### src/rtl/mem_arbiter_pkg.sv
// Shared definitions for the I/D cache-miss memory arbiter.
// Latency: n/a (types, constants and pure helper functions only).
// Backpressure: n/a.
package mem_arbiter_pkg;

    // Default memory access latency in cycles (legal 1..15).
    localparam int DEFAULT_LATENCY = 4;

    // The latency down-counter only has to hold LATENCY-1, which is at most 14.
    localparam int CNT_W = 4;

    typedef enum logic [1:0] {
        IDLE   = 2'd0,
        I_XFER = 2'd1,
        D_XFER = 2'd2
    } arbState_t;

    typedef enum logic {
        GRANT_I = 1'b0,
        GRANT_D = 1'b1
    } grantSel_t;

    // D wins when it is the only requester, or on a tie when I was served last.
    function automatic logic pickD(
        input logic      iReq,
        input logic      dReq,
        input grantSel_t lastGrant
    );
        return dReq && (!iReq || (lastGrant == GRANT_I));
    endfunction

    // Saturating increment for the 16-bit grant counters.
    function automatic logic [15:0] satInc(input logic [15:0] value);
        return (value == 16'hFFFF) ? value : value + 16'd1;
    endfunction

endpackage

### src/rtl/mem_arbiter_lat_counter.sv
// Loadable down-counter that times one memory access and flags when it reaches zero.
// Latency: zero is a combinational decode of the registered count.
// Backpressure: none; a load takes priority over a decrement, and the count holds at zero.
//
// Ports:
//   clk, rst          clock and asynchronous active-low reset (count resets to 0)
//   load, loadVal     load loadVal on the next edge
//   en                decrement on the next edge (ignored while the count is 0)
//   zero              high while the count is 0
module lat_counter
    import mem_arbiter_pkg::*;
(
    input  logic             clk,
    input  logic             rst,
    input  logic             load,
    input  logic [CNT_W-1:0] loadVal,
    input  logic             en,
    output logic             zero
);

    logic [CNT_W-1:0] count;

    always_ff @(posedge clk or negedge rst) begin
        if (!rst) begin
            count <= '0;
        end else if (load) begin
            count <= loadVal;
        end else if (en && (count != '0)) begin
            count <= count - 1'b1;
        end
    end

    assign zero = (count == '0);

endmodule

### src/rtl/mem_arbiter.sv
// Arbitrates I-cache and D-cache miss requests onto one shared memory port.
// Latency: request sampled in cycle 0 -> mem_en in cycle 1, done/rdata in cycle LATENCY.
// Backpressure: a requester holds req until its done pulse; ties alternate between ports.
//
// Ports:
//   clk, rst                        clock and asynchronous active-low reset
//   i_req, i_addr                   I-cache miss request (read only)
//   i_done, i_rdata                 I-side completion pulse and read data (held between dones)
//   d_req, d_wr, d_addr, d_wdata    D-cache miss request (read or write)
//   d_done, d_rdata                 D-side completion pulse and read data (writes leave it alone)
//   mem_en, mem_wr, mem_addr,
//   mem_wdata, mem_rdata            shared memory; mem_en/mem_wr pulse in the first transfer cycle
//   i_grant_cnt, d_grant_cnt        saturating per-port grant counters
module mem_arbiter
    import mem_arbiter_pkg::*;
#(
    parameter int LATENCY = DEFAULT_LATENCY
) (
    input  logic        clk,
    input  logic        rst,
    input  logic        i_req,
    input  logic [15:0] i_addr,
    output logic        i_done,
    output logic [15:0] i_rdata,
    input  logic        d_req,
    input  logic        d_wr,
    input  logic [15:0] d_addr,
    input  logic [15:0] d_wdata,
    output logic        d_done,
    output logic [15:0] d_rdata,
    output logic        mem_en,
    output logic        mem_wr,
    output logic [15:0] mem_addr,
    output logic [15:0] mem_wdata,
    input  logic [15:0] mem_rdata,
    output logic [15:0] i_grant_cnt,
    output logic [15:0] d_grant_cnt
);

    localparam logic [CNT_W-1:0] LOAD_VAL = CNT_W'(LATENCY - 1);

    arbState_t   state;
    grantSel_t   lastGrant;
    logic        wrLatch;
    logic [15:0] iRdataHold;
    logic [15:0] dRdataHold;

    logic        arbOpen;
    logic        grantI;
    logic        grantD;
    logic        cntEn;
    logic        cntZero;

    lat_counter u_lat_counter (
        .clk     (clk),
        .rst     (rst),
        .load    (grantI || grantD),
        .loadVal (LOAD_VAL),
        .en      (cntEn),
        .zero    (cntZero)
    );

    // Arbitration happens in IDLE and again in the done cycle of a transfer, so
    // a waiting port (or a still-asserted req) follows with no idle bubble. In
    // the done cycle lastGrant is the port just served, so a tie goes to the other.
    always_comb begin
        arbOpen = (state == IDLE) || cntZero;
        grantD  = arbOpen && pickD(i_req, d_req, lastGrant);
        grantI  = arbOpen && i_req && !grantD;
        cntEn   = (state != IDLE);
        i_done  = (state == I_XFER) && cntZero;
        d_done  = (state == D_XFER) && cntZero;
        // Read data passes straight through in the done cycle, then is held.
        i_rdata = i_done ? mem_rdata : iRdataHold;
        d_rdata = (d_done && !wrLatch) ? mem_rdata : dRdataHold;
    end

    always_ff @(posedge clk or negedge rst) begin
        if (!rst) begin
            state       <= IDLE;
            lastGrant   <= GRANT_I;
            wrLatch     <= 1'b0;
            mem_en      <= 1'b0;
            mem_wr      <= 1'b0;
            mem_addr    <= '0;
            mem_wdata   <= '0;
            iRdataHold  <= '0;
            dRdataHold  <= '0;
            i_grant_cnt <= '0;
            d_grant_cnt <= '0;
        end else begin
            // Strobes are high only in the first cycle of a transfer.
            mem_en <= grantI || grantD;
            mem_wr <= grantD && d_wr;

            if (grantD) begin
                state       <= D_XFER;
                lastGrant   <= GRANT_D;
                mem_addr    <= d_addr;
                mem_wdata   <= d_wdata;
                wrLatch     <= d_wr;
                d_grant_cnt <= satInc(d_grant_cnt);
            end else if (grantI) begin
                state       <= I_XFER;
                lastGrant   <= GRANT_I;
                mem_addr    <= i_addr;
                mem_wdata   <= '0;
                wrLatch     <= 1'b0;
                i_grant_cnt <= satInc(i_grant_cnt);
            end else if (arbOpen) begin
                state <= IDLE;
            end

            if (i_done) begin
                iRdataHold <= mem_rdata;
            end
            if (d_done && !wrLatch) begin
                dRdataHold <= mem_rdata;
            end
        end
    end

endmodule

### config.mk
export PLATFORM = sky130hd
export DESIGN_NAME = mem_arbiter
export DESIGN_NICKNAME = d
export VERILOG_FILES = /design/src/rtl/mem_arbiter_pkg.sv /design/src/rtl/mem_arbiter_lat_counter.sv /design/src/rtl/mem_arbiter.sv
export SDC_FILE = /design/constraint.sdc
export NUM_CORES = 1
export LEC_CHECK = 0
export ABC_AREA = 1
export CORE_AREA = 5 5 133 103
export CTS_BUF_LIST = sky130_fd_sc_hd__clkbuf_8
export CTS_CLUSTER_DIAMETER = 50
export DETAILED_ROUTE_END_ITERATION = 10
export DIE_AREA = 0 0 138 108
export PLACE_DENSITY = 0.82
export SYNTH_ARGS = -nofsm -noshare
export SYNTH_HDL_FRONTEND = slang
export SYNTH_SLANG_ARGS = --single-unit
export TNS_END_PERCENT = 100
### constraint.sdc
create_clock -name clk -period 1.54 [get_ports clk]
set_clock_uncertainty 0.05 [all_clocks]
set_input_delay 0.308 -clock clk [delete_from_list [all_inputs] [get_ports clk]]
set_output_delay 0.308 -clock clk [all_outputs]
set_load 0.01 [all_outputs]
==> reports/qor.json <==
{
  "timing.hold.worst.class": {"value": "in -> async"},
  "synth_cell_type_count": {"value": 29},
  "worst-setup-path-type": {"value": "reg -> out"},
  "number_of_max_cap_violations": {"value": 0},
  "syn-num-nets": {"value": 732},
  "maxSlewViolCount": {"value": 0},
  "unrepaired_setup_endpoints_after_global_routing": {"value": "yes"},
  "route.vias.total": {"value": 5337},
  "final_tns_setup": {"value": -38.87, "unit": "ns"},
  "fp.dieW": {"value": 138, "unit": "um"},
  "worstPathCellList": {"value": "inv_2 -> ha_4 -> nand2_8 -> nor3_4 -> nand2_4 -> buf_16 -> o21ai_4 -> buf_6"},
  "avgRoutedWirePerCell": {"value": 16.12, "unit": "um"},
  "critical_path.endpoint_type": {"value": "output pin"},
  "groute.usage.overall": {"value": 21.41, "unit": "%"},
  "cts_made_buffers": {"value": 9},
  "clock_sinks": {"value": 106},
  "io_pins": {"value": 169},
  "drt_first_iter_violations": {"value": 271},
  "setup_slack": {"value": -0.7834, "unit": "ns"},
  "grt_first_pass_wirelength": {"value": 26040, "unit": "um"},
  "antenna-diode-count": {"value": 0},
  "synth.area.mux_share": {"value": 0, "unit": "%"},
  "num-fill-cells": {"value": 843},
  "worst_ep_required_time": {"value": 1.18, "unit": "ns"},
  "grt_max_degree": {"value": 39},
  "start_kind": {"value": "flop"},
  "main_combinational_cell_family_by_area_after_synthesis": {"value": "simple AND/OR/NAND/NOR gates"},
  "grt_pass1_vias": {"value": 5089},
  "fin_total_pwr": {"value": 15680, "unit": "uW"},
  "io_buffers": {"value": 168},
  "fmax": {"value": 0.4304, "unit": "GHz"},
  "area_delta_synth_final": {"value": 79.38, "unit": "%"},
  "timing_hold_violations_final": {"value": 0},
  "die_area": {"value": 14900, "unit": "um2"},
  "core_area": {"value": 12170, "unit": "um2"},
  "worst_ep_arrival_time": {"value": 1.97, "unit": "ns"},
  "setup_viol_count_final": {"value": 126},
  "netlist_area": {"value": 5159, "unit": "um2"},
  "fin_crit_sh": {"value": 150.9, "unit": "%"},
  "vias_per_cell": {"value": 4.883},
  "dieHeight": {"value": 108, "unit": "um"},
  "total_leakage_power": {"value": 0.004633, "unit": "uW"},
  "initial_core_util": {"value": 42.37, "unit": "%"},
  "basic_gate_share_of_the_synthesized_area_counting_and_or_nand_and_nor_cells": {"value": 30.71, "unit": "%"},
  "cts_tree": {"value": "done"},
  "finish.utilization": {"value": 76.01, "unit": "%"},
  "gpl.final_weighted_congestion": {"value": 0.9134},
  "crit_family": {"value": "simple AND/OR/NAND/NOR gates"},
  "drc": {"value": 0},
  "adder_and_majority_cell_fraction_of_the_synthesized_area": {"value": 0.9702, "unit": "%"},
  "synth_compound_gate_area_share": {"value": 6.646, "unit": "%"},
  "worst_ir_drop_vdd": {"value": 0.9980, "unit": "mV"},
  "synth.avg_cell_area": {"value": 7.828, "unit": "um2"},
  "finalInstanceArea": {"value": 9254, "unit": "um2"},
  "antenna_left": {"value": 0},
  "worst-path-buf-inv": {"value": 3},
  "drt_pass1_iterations": {"value": 5},
  "cts.root.buffer_cell": {"value": "sky130_fd_sc_hd__clkbuf_8"},
  "post_synth_xor_area_fraction": {"value": 2.207, "unit": "%"},
  "clockBufferDepth": {"value": 2},
  "worst_slew_pin_slew": {"value": 0.3680, "unit": "ns"},
  "worstSkewPairLatency": {"value": 0.37, "unit": "ns"},
  "drt_wl_total": {"value": 17610, "unit": "um"},
  "period_needed": {"value": 2.323, "unit": "ns"},
  "p_per_area": {"value": 1694, "unit": "nW/um2"},
  "outcome": {"value": "complete, but fails checks"},
  "grt_antenna_before_repair": {"value": 0},
  "slowest_stage": {"value": "sky130_fd_sc_hd__dfrtp_1"},
  "layout_commonest_cell": {"value": "sky130_fd_sc_hd__nand2_1"},
  "timing.slew.headroom": {"value": 75.37, "unit": "%"},
  "final_cell_mix": {"value": "189 x sky130_fd_sc_hd__nand2_1, 97 x sky130_fd_sc_hd__dfrtp_1, 67 x sky130_fd_sc_hd__clkdlybuf4s50_1, 62 x sky130_fd_sc_hd__buf_4"},
  "critical_path.max_stage_delay": {"value": 0.41, "unit": "ns"},
  "postPlaceCellArea": {"value": 7687, "unit": "um2"},
  "finalHoldWorstSlack": {"value": 0.2965, "unit": "ns"},
  "grt_remaining_overflow": {"value": 0},
  "design.final.nets": {"value": 995},
  "cts.clk_slew.worst_paths": {"value": 0.11, "unit": "ns"},
  "synth_seq_area_share": {"value": 51.42, "unit": "%"},
  "ys_warns": {"value": 0},
  "placed_wire_length_estimate_after_detailed_placement": {"value": 10330, "unit": "um"},
  "failing_checks": {"value": "negative setup slack"},
  "synth_cells": {"value": 659},
  "crit_path_max_fanout": {"value": 8},
  "drive_gt1_share": {"value": 37.22, "unit": "%"},
  "synth-seq-cells": {"value": 106},
  "htree_num_levels": {"value": 3},
  "placementRows": {"value": 35}
}
## what timing repair did
action                                  CTS  global route
hold buffers                              1             0
resized for setup                       321           165
pin swaps                                12            27
setup buffers                            32             9
hold endpoints to repair                 13             0
cloned                                   12             0
endpoints found under the setup margin  159           132
## sequential cells by signal, indices dropped and copies added (netlist names), 2 cells and up
name                 flops
dRdataHold              16
i_grant_cnt             16
u_lat_counter.count      4
state                    2
mem_wdata               16
iRdataHold              16
mem_addr                16
d_grant_cnt             16
## synthesized netlist by cell type (all sizes together)
library cell | instances | area share [%]
nor3 | 2 | 0.41
dfrtp | 106 | 51
clkbuf | 3 | 0.22
o22ai | 1 | 0.12
buf | 16 | 2.7
nand4 | 8 | 0.97
nand2 | 295 | 22
xor2 | 9 | 1.5
ha | 4 | 0.97
nand3 | 22 | 2.3
a21oi | 1 | 0.097
nor2 | 53 | 4.5
xnor2 | 4 | 0.68
o21ai | 64 | 6.4
inv | 70 | 5.1
nand3b | 1 | 0.15
## cell families (layout without fill, tap and decap cells)
family / count (synthesis) / after routing
and+or+nand+nor: 381 / 384
AOI/OAI and AO/OA: 66 / 66
buffers and inverters: 89 / 354
xor gates and xnor gates: 13 / 13
adders and majority gates: 4 / 4
DFF: 106 / 106
## per-stage QoR
| step | instances | setup WS [ns] |
|---|---|---|
| floorplan | 659 | -0.1595 |
| global placement | 1025 | -0.5804 |
| detailed placement | 1025 | -0.6348 |
| CTS | 1086 | -0.7867 |
| global route | 1093 | -0.8340 |
| finish | 1093 | -0.7834 |
## metal layers
metal | vias up | wire length, um | GRT usage, %
met4 | 0 | 364 | 4.937
met2 | 175 | 9066 | 37.26
met1 | 2563 | 7021 | 26.57
met5 | - | 0 | 0
li1 | 2568 | - | -
met3 | 31 | 1161 | 6.366
## report_power, final
group          total (uW)  leakage, uW  switching, uW  internal, uW
Clock                1980     0.000112           1010           967
Combinational        8960      0.00323           4540          4420
Sequential           4730      0.00129            861          3870
Total               15700      0.00463           6420          9260
## area by class of cell
type                       instances  area, um2  share of cell area [%]
inverter                          70      277.8                   3.002
clock buffer                      10      137.6                   1.487
timing repair buffer             268       2731                   29.52
multi-input combinational        467       3146                   33.99
tap                              166      207.7                   2.244
clock inverter                     6      90.09                  0.9735
sequential                       106       2664                   28.79
## worst paths after layout
check / depth (start not counted) / start / endpoint / slack [ns]
min in group clk: 3 / d_wdata[7] / mem_wdata[7]$_DFFE_PN0P_ / 0.42
worst min-delay path: 2 / rst / mem_wdata[15]$_DFFE_PN0P_ / 0.30
worst max register to register: 11 / u_lat_counter.count[0]$_DFFE_PN0P_ / d_grant_cnt[9]$_DFFE_PN0P_ / -0.23
worst max-delay path: 8 / u_lat_counter.count[0]$_DFFE_PN0P_ / d_rdata[3] / -0.78
worst min register to register: 2 / mem_wdata[3]$_DFFE_PN0P_ / mem_wdata[3]$_DFFE_PN0P_ / 0.45
max in group asynchronous: 3 / rst / mem_addr[3]$_DFFE_PN0P_ / 0.61
Power figures use the tool's default switching activity.
